<file path="src/rtl/io_port_pkg.sv">
// rtl/io_port_pkg.sv - shared types, window constants and decode helper for the I/O port responder
package io_port_pkg;

  localparam int NUM_PORTS = 16;

  typedef logic [3:0] port_idx_t;
  typedef logic [7:0] port_byte_t;

  localparam port_byte_t DEF_OUT_BASE = 8'hE0;
  localparam port_byte_t DEF_IN_BASE  = 8'hF0;

  // Windows are 16-aligned, so a hit is a match on the upper nibble.
  function automatic logic win_hit(input port_byte_t addr, input port_byte_t base);
    return addr[7:4] == base[7:4];
  endfunction

endpackage

</file>
<file path="src/rtl/io_sync.sv">
// rtl/io_sync.sv - single-bit multi-flop synchronizer with async active-low reset
module io_sync #(
  parameter int STAGES = 2
) (
  input  logic clk,
  input  logic rst_n,
  input  logic d,
  output logic q
);

  logic [STAGES-1:0] ff;

  // Shift the asynchronous input through the flop chain.
  always_ff @(posedge clk or negedge rst_n) begin
    if (!rst_n) begin
      ff <= '0;
    end else begin
      ff <= {ff[STAGES-2:0], d};
    end
  end

  assign q = ff[STAGES-1];

endmodule

</file>
<file path="src/rtl/io_port_responder.sv">
// rtl/io_port_responder.sv - CPU-facing I/O port window responder; optional IO_CHANGE_IRQ_EN input-change interrupt
module io_port_responder
  import io_port_pkg::*;
#(
  parameter port_byte_t OUT_BASE    = DEF_OUT_BASE,
  parameter port_byte_t IN_BASE     = DEF_IN_BASE,
  parameter int         SYNC_STAGES = 2,
  parameter port_byte_t OUT_RST_VAL = 8'h00
) (
  input  logic                         clk,
  input  logic                         reset,
  input  logic [7:0]                   cpu_addr,
  input  logic [7:0]                   cpu_wdata,
  input  logic                         cpu_we,
  input  logic                         cpu_re,
  output logic [7:0]                   cpu_rdata,
  output logic                         cpu_rvalid,
  input  logic [NUM_PORTS-1:0][7:0]    port_in_data,
  output logic [NUM_PORTS-1:0][7:0]    port_out_data,
  output logic [NUM_PORTS-1:0]         port_out_stb,
  output logic                         irq
);

  // Reject configurations the decode cannot handle.
  if (OUT_BASE[3:0] != 4'h0 || IN_BASE[3:0] != 4'h0) begin : g_err_align
    $error("io_port_responder: window bases must be 16-aligned");
  end
  if (OUT_BASE[7:4] == IN_BASE[7:4]) begin : g_err_overlap
    $error("io_port_responder: output and input windows overlap");
  end
  if (SYNC_STAGES < 2) begin : g_err_sync
    $error("io_port_responder: SYNC_STAGES must be at least 2");
  end

  logic [NUM_PORTS-1:0][7:0] in_sync;
  port_idx_t                 idx;
  logic                      out_hit;
  logic                      in_hit;

  assign idx     = cpu_addr[3:0];
  assign out_hit = win_hit(cpu_addr, OUT_BASE);
  assign in_hit  = win_hit(cpu_addr, IN_BASE);

  for (genvar gp = 0; gp < NUM_PORTS; gp++) begin : g_port
    for (genvar gb = 0; gb < 8; gb++) begin : g_bit
      io_sync #(
        .STAGES(SYNC_STAGES)
      ) u_sync (
        .clk  (clk),
        .rst_n(reset),
        .d    (port_in_data[gp][gb]),
        .q    (in_sync[gp][gb])
      );
    end
  end

  // Output registers and their one-cycle write strobes.
  always_ff @(posedge clk or negedge reset) begin
    if (!reset) begin
      port_out_data <= {NUM_PORTS{OUT_RST_VAL}};
      port_out_stb  <= '0;
    end else begin
      port_out_stb <= '0;
      if (cpu_we && out_hit) begin
        port_out_data[idx] <= cpu_wdata;
        port_out_stb[idx]  <= 1'b1;
      end
    end
  end

  // Registered read path; samples pre-write register contents and holds on a miss.
  always_ff @(posedge clk or negedge reset) begin
    if (!reset) begin
      cpu_rdata  <= '0;
      cpu_rvalid <= 1'b0;
    end else begin
      cpu_rvalid <= cpu_re && (out_hit || in_hit);
      if (cpu_re && out_hit) begin
        cpu_rdata <= port_out_data[idx];
      end else if (cpu_re && in_hit) begin
        cpu_rdata <= in_sync[idx];
      end
    end
  end

`ifdef IO_CHANGE_IRQ_EN
  logic [NUM_PORTS-1:0][7:0] in_prev;
  logic [NUM_PORTS-1:0]      chg;

  // Sticky per-port change flags; a detected change beats a same-cycle clear.
  always_ff @(posedge clk or negedge reset) begin
    if (!reset) begin
      in_prev <= '0;
      chg     <= '0;
    end else begin
      in_prev <= in_sync;
      for (int i = 0; i < NUM_PORTS; i++) begin
        if (in_sync[i] != in_prev[i]) begin
          chg[i] <= 1'b1;
        end else if (cpu_we && in_hit && (idx == port_idx_t'(i))) begin
          chg[i] <= 1'b0;
        end
      end
    end
  end

  assign irq = |chg;
`else
  assign irq = 1'b0;
`endif

endmodule

</file>
<file path="config.mk">
export PLATFORM = sky130hd
export DESIGN_NAME = io_port_responder
export DESIGN_NICKNAME = d
export VERILOG_FILES = /design/src/rtl/io_port_pkg.sv /design/src/rtl/io_sync.sv /design/src/rtl/io_port_responder.sv
export SDC_FILE = /design/constraint.sdc
export NUM_CORES = 1
export LEC_CHECK = 0
export CAP_MARGIN = 10
export CORE_UTILIZATION = 56
export CTS_CLUSTER_DIAMETER = 30
export DETAILED_ROUTE_END_ITERATION = 10
export DONT_BUFFER_PORTS = 1
export GPL_TIMING_DRIVEN = 0
export PLACE_DENSITY = 0.86
export SYNTH_ARGS = -nofsm -noshare
export SYNTH_HDL_FRONTEND = slang
export SYNTH_HIERARCHICAL = 1
export SYNTH_SLANG_ARGS = --single-unit
</file>
<file path="constraint.sdc">
create_clock -name clk -period 1.3 [get_ports clk]
set_clock_uncertainty 0.15 [all_clocks]
set_input_delay 0.195 -clock clk [delete_from_list [all_inputs] [get_ports clk]]
set_output_delay 0.195 -clock clk [all_outputs]
set_load 0.01 [all_outputs]
</file>
=== Word-level counts from Yosys, hierarchy flattened ===
Index checks and enable logic that the tools add are counted.

* Register bits: 409
* Logic and storage cells: 170

* Reduce and logical (&&, ||, !) cells: 7
* Muxes and demuxes: 12
* Eq/ne operators: 2
* $lt $le $gt $ge: 2

{| class="wikitable"
|+ Operators with widths
! kind !! count
|-
| 128-bit bitwise mux || 1
|-
| 8-bit binary-select mux with 4-bit select || 2
|-
| 8-bit two-way mux || 5
|-
| 8-bit demux with 4-bit select || 1
|-
| 16-bit two-way mux || 1
|-
| 4-bit == test, second input constant || 2
|-
| 1-bit logical AND || 5
|-
| 4-bit by 5-bit less-than comparator with 1-bit output, second input constant || 1
|-
| 1-bit demux with 4-bit select || 1
|-
| 4-bit by 1-bit >= comparator with 1-bit output, second input constant || 1
|-
| 2-bit nonzero test || 1
|-
| 1-bit logical OR || 1
|-
| 1-bit two-way mux || 1
|}

=== Logic depth before layout (Yosys ltp) ===
* Word-level depth: 5
* Gate-level depth with buffers: 8
* Gate-level depth less buffers: 5

=== Modules after synthesis ===
Netlist, hierarchy kept.

{| class="wikitable"
|+ Modules (own cells, without submodules)
! module !! times used !! area each (um^2) !! cells each
|-
| io_port_responder || 1 || 7803.7 || 602
|-
| io_sync || 128 || 50.0 || 2
|}

=== Worst setup path after synthesis ===
Ideal clock, no wire load.

* Kind: input-to-reg
* Start: input cpu_addr[3]
* End: register port_out_data[0] (netlist bit)
* Stages on the path: 6
* Arrival: 1.657 ns
* Data required time: 1.025 ns
* Path slack: -0.632 ns
* Cell sequence: or2_1 -> buf_2 -> or3_1 -> buf_2 -> nor3_4 -> mux2_2

* Cells in the longest elaborated chain, start to end: 5

{| class="wikitable"
|+ Ends and longest elaborated chain
! element !! line !! text
|-
| from (decl) || io_port_responder.sv:12 || <nowiki>input logic [7:0] cpu_addr,</nowiki>
|-
| 4-bit by 5-bit less-than comparator with 1-bit output (implied by the code) / 4-bit by 1-bit >= comparator with 1-bit output (equally long branches) || io_port_responder.sv:65 || <nowiki>port_out_data[idx] <= cpu_wdata;</nowiki>
|-
| 1-bit logical AND (implied by the code) || io_port_responder.sv:65 ||
|-
| 8-bit two-way mux (implied by the code) || io_port_responder.sv:65 ||
|-
| 8-bit demux with 4-bit select * || io_port_responder.sv:65 ||
|-
| 128-bit bitwise mux * || io_port_responder.sv:65 ||
|-
| to (signal assigned) || io_port_responder.sv:60 || <nowiki>port_out_data <= {NUM_PORTS{OUT_RST_VAL}};</nowiki>
|-
| to (signal, indexed assignment) || io_port_responder.sv:65 ||
|-
| to (decl) || io_port_responder.sv:19 || <nowiki>output logic [NUM_PORTS-1:0][7:0] port_out_data,</nowiki>
|}

Every way passes the cells marked *; elsewhere a longest branch is shown, timed or not.
A chain may end at the register's enable or synchronous reset.

=== Worst setup path in the final report ===
* Start: register g_port[12].g_bit[4].u_sync.ff[1]
* End: register cpu_rdata[4]

* Cells in the longest elaborated chain, start to end: 4

{| class="wikitable"
|+ Ends and longest elaborated chain
! element !! line !! text
|-
| from (decl) || io_sync.sv:11 || <nowiki>logic [STAGES-1:0] ff;</nowiki>
|-
| from (signal assigned) || io_sync.sv:18 || <nowiki>ff <= {ff[STAGES-2:0], d};</nowiki>
|-
| 8-bit binary-select mux with 4-bit select || io_port_responder.sv:81 || <nowiki>cpu_rdata <= in_sync[idx];</nowiki>
|-
| 8-bit two-way mux (implied by the code) || io_port_responder.sv:81 ||
|-
| 8-bit two-way mux || io_port_responder.sv:80 || <nowiki>end else if (cpu_re && in_hit) begin</nowiki>
|-
| 8-bit two-way mux || io_port_responder.sv:78 || <nowiki>if (cpu_re && out_hit) begin</nowiki>
|-
| to (signal assigned) || io_port_responder.sv:79 || <nowiki>cpu_rdata <= port_out_data[idx];</nowiki>
|-
| to (signal assigned) || io_port_responder.sv:81 ||
|-
| to (decl) || io_port_responder.sv:16 || <nowiki>output logic [7:0] cpu_rdata,</nowiki>
|}

No other way between the ends. The select of a mux whose other input is x is not followed.

==> results.txt <==
- After detailed routing, the number of remaining DRC violations is 0.
* Leakage: 9.05 nW
- Total number of nets in the final design: roughly 1.2k
* Critical Path RT: approximately 1600 ps
* Per-cell routed wire length: approximately 33 um
- In this run the core area contains 57 standard-cell rows.
* Peak fanout along the critical path: 1
- Worst setup timing slack at the placement stage: -1170 ps
* Relative slew slack: between 40% and 50%
- Cells with a size suffix above 1 make up 43.4% of the layout.
- Cells after Synth: 858
- The number of nets in the synthesized netlist is approximately 1k.
- #FFs+latches synth: 409
- The checks that failed: hold timing, setup timing.
- Setup violation total in the final timing report: between 150 and 200
- The detailed router placed between 9k and 10k vias in this run.
- After detailed routing, the met3 layer carries roughly 4600 um of wire.
- Sequential elements use between 70 and 80% of the synthesized area.
- In the final routing, the length of wire on met1 measures between 15000 and 20000 um.
* Share of total power consumed by net switching: between 20% and 30%
- Entering global routing, the biggest net connects just over 400 pins.
- Unrepaired setup endpoints after global routing: true
* Placed wire-length estimate after detailed placement: approximately 24000 um
- The congestion estimate from routability-driven global placement came to slightly below 0.9.
- TritonCTS built the clock tree.
- Met2 wire length: approximately 24000 um
- Register clock-pin slew on the reported worst setup and hold paths: approximately 60 ps
- The synthesized netlist contains 29 unique library cells.
- The detail route stage leaves a number of antenna-violating nets equal to 0.
* Die width: 161 um
* Overall track demand over capacity in global routing: a little over a third
- For this configuration, the core starts out at a cell density of between 50% and 60%.
- Power spread over the standard cell area amounts to 1770 nW/um^2.
- Total global routing overflow: 0
- Once routing completed, OpenROAD measured the worst setup slack at -478 ps.
- Int Pwr: 26.1 mW
* Maximum clock path buffer count: 3
* Data arrival time of the critical path: 2080 ps
* Die Y-Extent: between 150 and 200 um
* Power dissipated by switching net loads: 8.74 mW
- Vias in the first global route: around 10k
- IO Count: approximately 300
* Insertion delay to the later sink of the worst-skew pair: 590 ps
- Critical setup path kind: flip-flop to flip-flop
- Synth Area per Inst: roughly 17 sq um
* Highest clock rate: between 500 and 600 MHz
- The worst path in the final design needs a cycle of between 1500 and 2000 ps, including I/O delays and setup.
- For this block, the routed nets add up to around 48000 um of wire.
* Portion of the clock cycle consumed by the worst path in the final layout: 137%
- The floorplan step defined a die boundary enclosing between 20000 and 30000 sq um.
* Clock network fraction of total power: between 50 and 60%
- In this run the worst hold path is classified as input port to asynchronous set/reset pin.
- In the routed layout, each cell is associated on average with a via count of a little over 6.
- Compared with the post-synthesis result, the final layout area differs by 38.5%.
* Port Buffer Count: 0
* Total power draw: 34.9 mW
- Iter 0 DRT Violations: around 700
- In this run, the combinational gates consume between 5 and 6% of the power.
* Transition time of the tightest slew-check pin: approximately 850 ps
- Number of max-slew violations in the final report: 0
- Clk sinks: slightly above 400
- The tightest hold path in the finished design has a slack of -819 ps.
- The number of clock buffers added by TritonCTS is 67.
- Drt first pass iters: 6
- Floorplan Core Area: 24600 sq um
- Clock H-tree levels: 3
- The worst setup path is captured at a flip-flop.
* First-pass GRT wire length: between 60000 and 70000 um
- Worst IR drop on VDD: ~1.7 mV
* Ys Warns: 6
- Buffers inserted to repair hold after CTS numbered ~140.
- Netlist area before placement: 14200 sq um
- Max cap viols: 0
- Top routing layer in use: met5
* Sequential fraction of design power: a little over 40%
- The number of antenna violations at the first check in global routing came to 8.
* Hold violation count in the final report: ~420
* Kind of start point of the critical path: flip-flop
* Library cell used as clock root buffer: clkbuf_16
* Status: finished with violations
==> registers in the layout (all words and copies together), names as in the netlist <==
name,cells
cpu_rdata,8
cpu_rvalid,1
g_port.g_bit.u_sync/ff,256
port_out_stb,16
port_out_data,128
==> worst max-delay path: stages, from the launching register on <==
cell      delay (ps)
dfrtp_1          430
mux2i_1          160
a221oi_2         440
o22ai_2          220
o41ai_2          250
==> path summary, 6_finish.rpt <==
check	from	endpoint	slack [ps]	cells after the start
worst max-delay path	g_port[12].g_bit[4].u_sync/ff[1]	cpu_rdata[4]	-480	4
worst min-delay path	reset	port_out_stb[11]	-820	0
worst max register to register	g_port[12].g_bit[4].u_sync/ff[1]	cpu_rdata[4]	-480	4
worst min register to register	g_port[13].g_bit[4].u_sync/ff[0]	g_port[13].g_bit[4].u_sync/ff[1]	190	0
max in group asynchronous	reset	port_out_data[10]	1140	0
min in group clk	cpu_addr[1]	port_out_stb[9]	-70	3
==> layout make-up <==
cell class / count / area, sq um
flip-flops and latches: 409 / 10300
fillers: 1193 / 4930
multi-input cells: 395 / 4450
clock buffers: 79 / 1810
repair buffers: 158 / 1710
clock inverters: 43 / 606
well taps: 324 / 405
plain buffers: 40 / 288
inverters: 10 / 37.5
diodes: 9 / 22.5
==> cell usage in the layout (no fill, tap or decap), types with 7 or more instances in the layout <==
| master | instances |
|---|---|
| a21oi_1 | 15 |
| a221oi_2 | 13 |
| a22oi_1 | 32 |
| buf_12 | 9 |
| buf_4 | 18 |
| bufinv_16 | 7 |
| clkbuf_1 | 13 |
| clkbuf_16 | 69 |
| clkbuf_8 | 10 |
| clkinv_2 | 10 |
| clkinvlp_4 | 7 |
| dfrtp_1 | 317 |
| dfrtp_2 | 92 |
| diode_2 | 9 |
| dlygate4sd3_1 | 138 |
| inv_1 | 10 |
| mux2_2 | 93 |
| mux2_4 | 67 |
| mux2i_1 | 95 |
| nand2_1 | 9 |
| nand2_4 | 9 |
| nor2_4 | 9 |
| o22ai_2 | 11 |
| o22ai_4 | 7 |
| o41ai_2 | 8 |
==> power groups by stage <==
stage | Clock (mW) | Combinational [mW] | Sequential (mW)
final | 18.8 | 2.00 | 14.1
after global routing | 19.4 | 2.08 | 14.1
after CTS | 18.5 | 1.78 | 14.0
after detailed placement | 0 | 1.23 | 14.2
after global placement | 0 | 1.19 | 14.1
after floorplan | 0 | 0.906 | 14.0
==> through the flow <==
stage | TNS [ps] | cells | utilization (%) | instance area, sq um
floorplan | -64050 | 858 | - | 14400
global placement | -114500 | 1182 | 60.3 | 14800
detailed placement | -118090 | 1182 | 60.3 | 14800
CTS | -15720 | 1461 | 78.9 | 19400
global route | -13100 | 1466 | 80.0 | 19700
finish | -9720 | 1467 | 80.0 | 19700
==> layer usage <==
layer / global-route usage [%] / vias to the layer above
li1: - / 3548
met1: 42.7 / 4758
met2: 61.0 / 625
met3: 12.0 / 160
met4: 17.7 / 2
met5: 0 / -
==> timing repair <==
item                                   4_1_cts  5_1_grt
gates cloned                                 3        0
buffers inserted                            18        0
setup endpoints to repair                  293      217
gates resized for setup                    144       83
endpoints found under the hold margin      595      416
pin swaps                                   24       22
==> synthesized netlist by cell type <==
cell | instances | share of area (%)
a21oi_1 | 16 | 0.56
a221oi_1 | 16 | 0.99
a22oi_1 | 32 | 1.7
and2_1 | 1 | 0.044
buf_1 | 2 | 0.053
buf_2 | 11 | 0.39
buf_4 | 9 | 0.48
buf_6 | 3 | 0.24
clkbuf_1 | 19 | 0.50
conb_1 | 1 | 0.026
dfrtp_1 | 409 | 72
inv_1 | 10 | 0.26
mux2_1 | 4 | 0.32
mux2_2 | 156 | 12
mux2i_1 | 96 | 6.8
nand2_1 | 10 | 0.26
nand2_2 | 8 | 0.35
nand2b_1 | 4 | 0.18
nand4_1 | 2 | 0.088
nor2_1 | 3 | 0.079
nor2_2 | 5 | 0.22
nor2_4 | 1 | 0.079
nor2b_1 | 2 | 0.088
nor3_4 | 2 | 0.23
o22ai_1 | 24 | 1.1
o41ai_1 | 8 | 0.49
or2_1 | 1 | 0.044
or2_2 | 1 | 0.044
or3_1 | 2 | 0.088
==> logic make-up after synthesis <==
kind of cell,share of synthesized area (%)
DFF,72.0
muxes,19.4
AOI/OAI and AO/OA,4.79
buffers and inverters,1.92
and+or+nand+nor,1.80
other,0.0264
(Power assumes the default switching activity.)
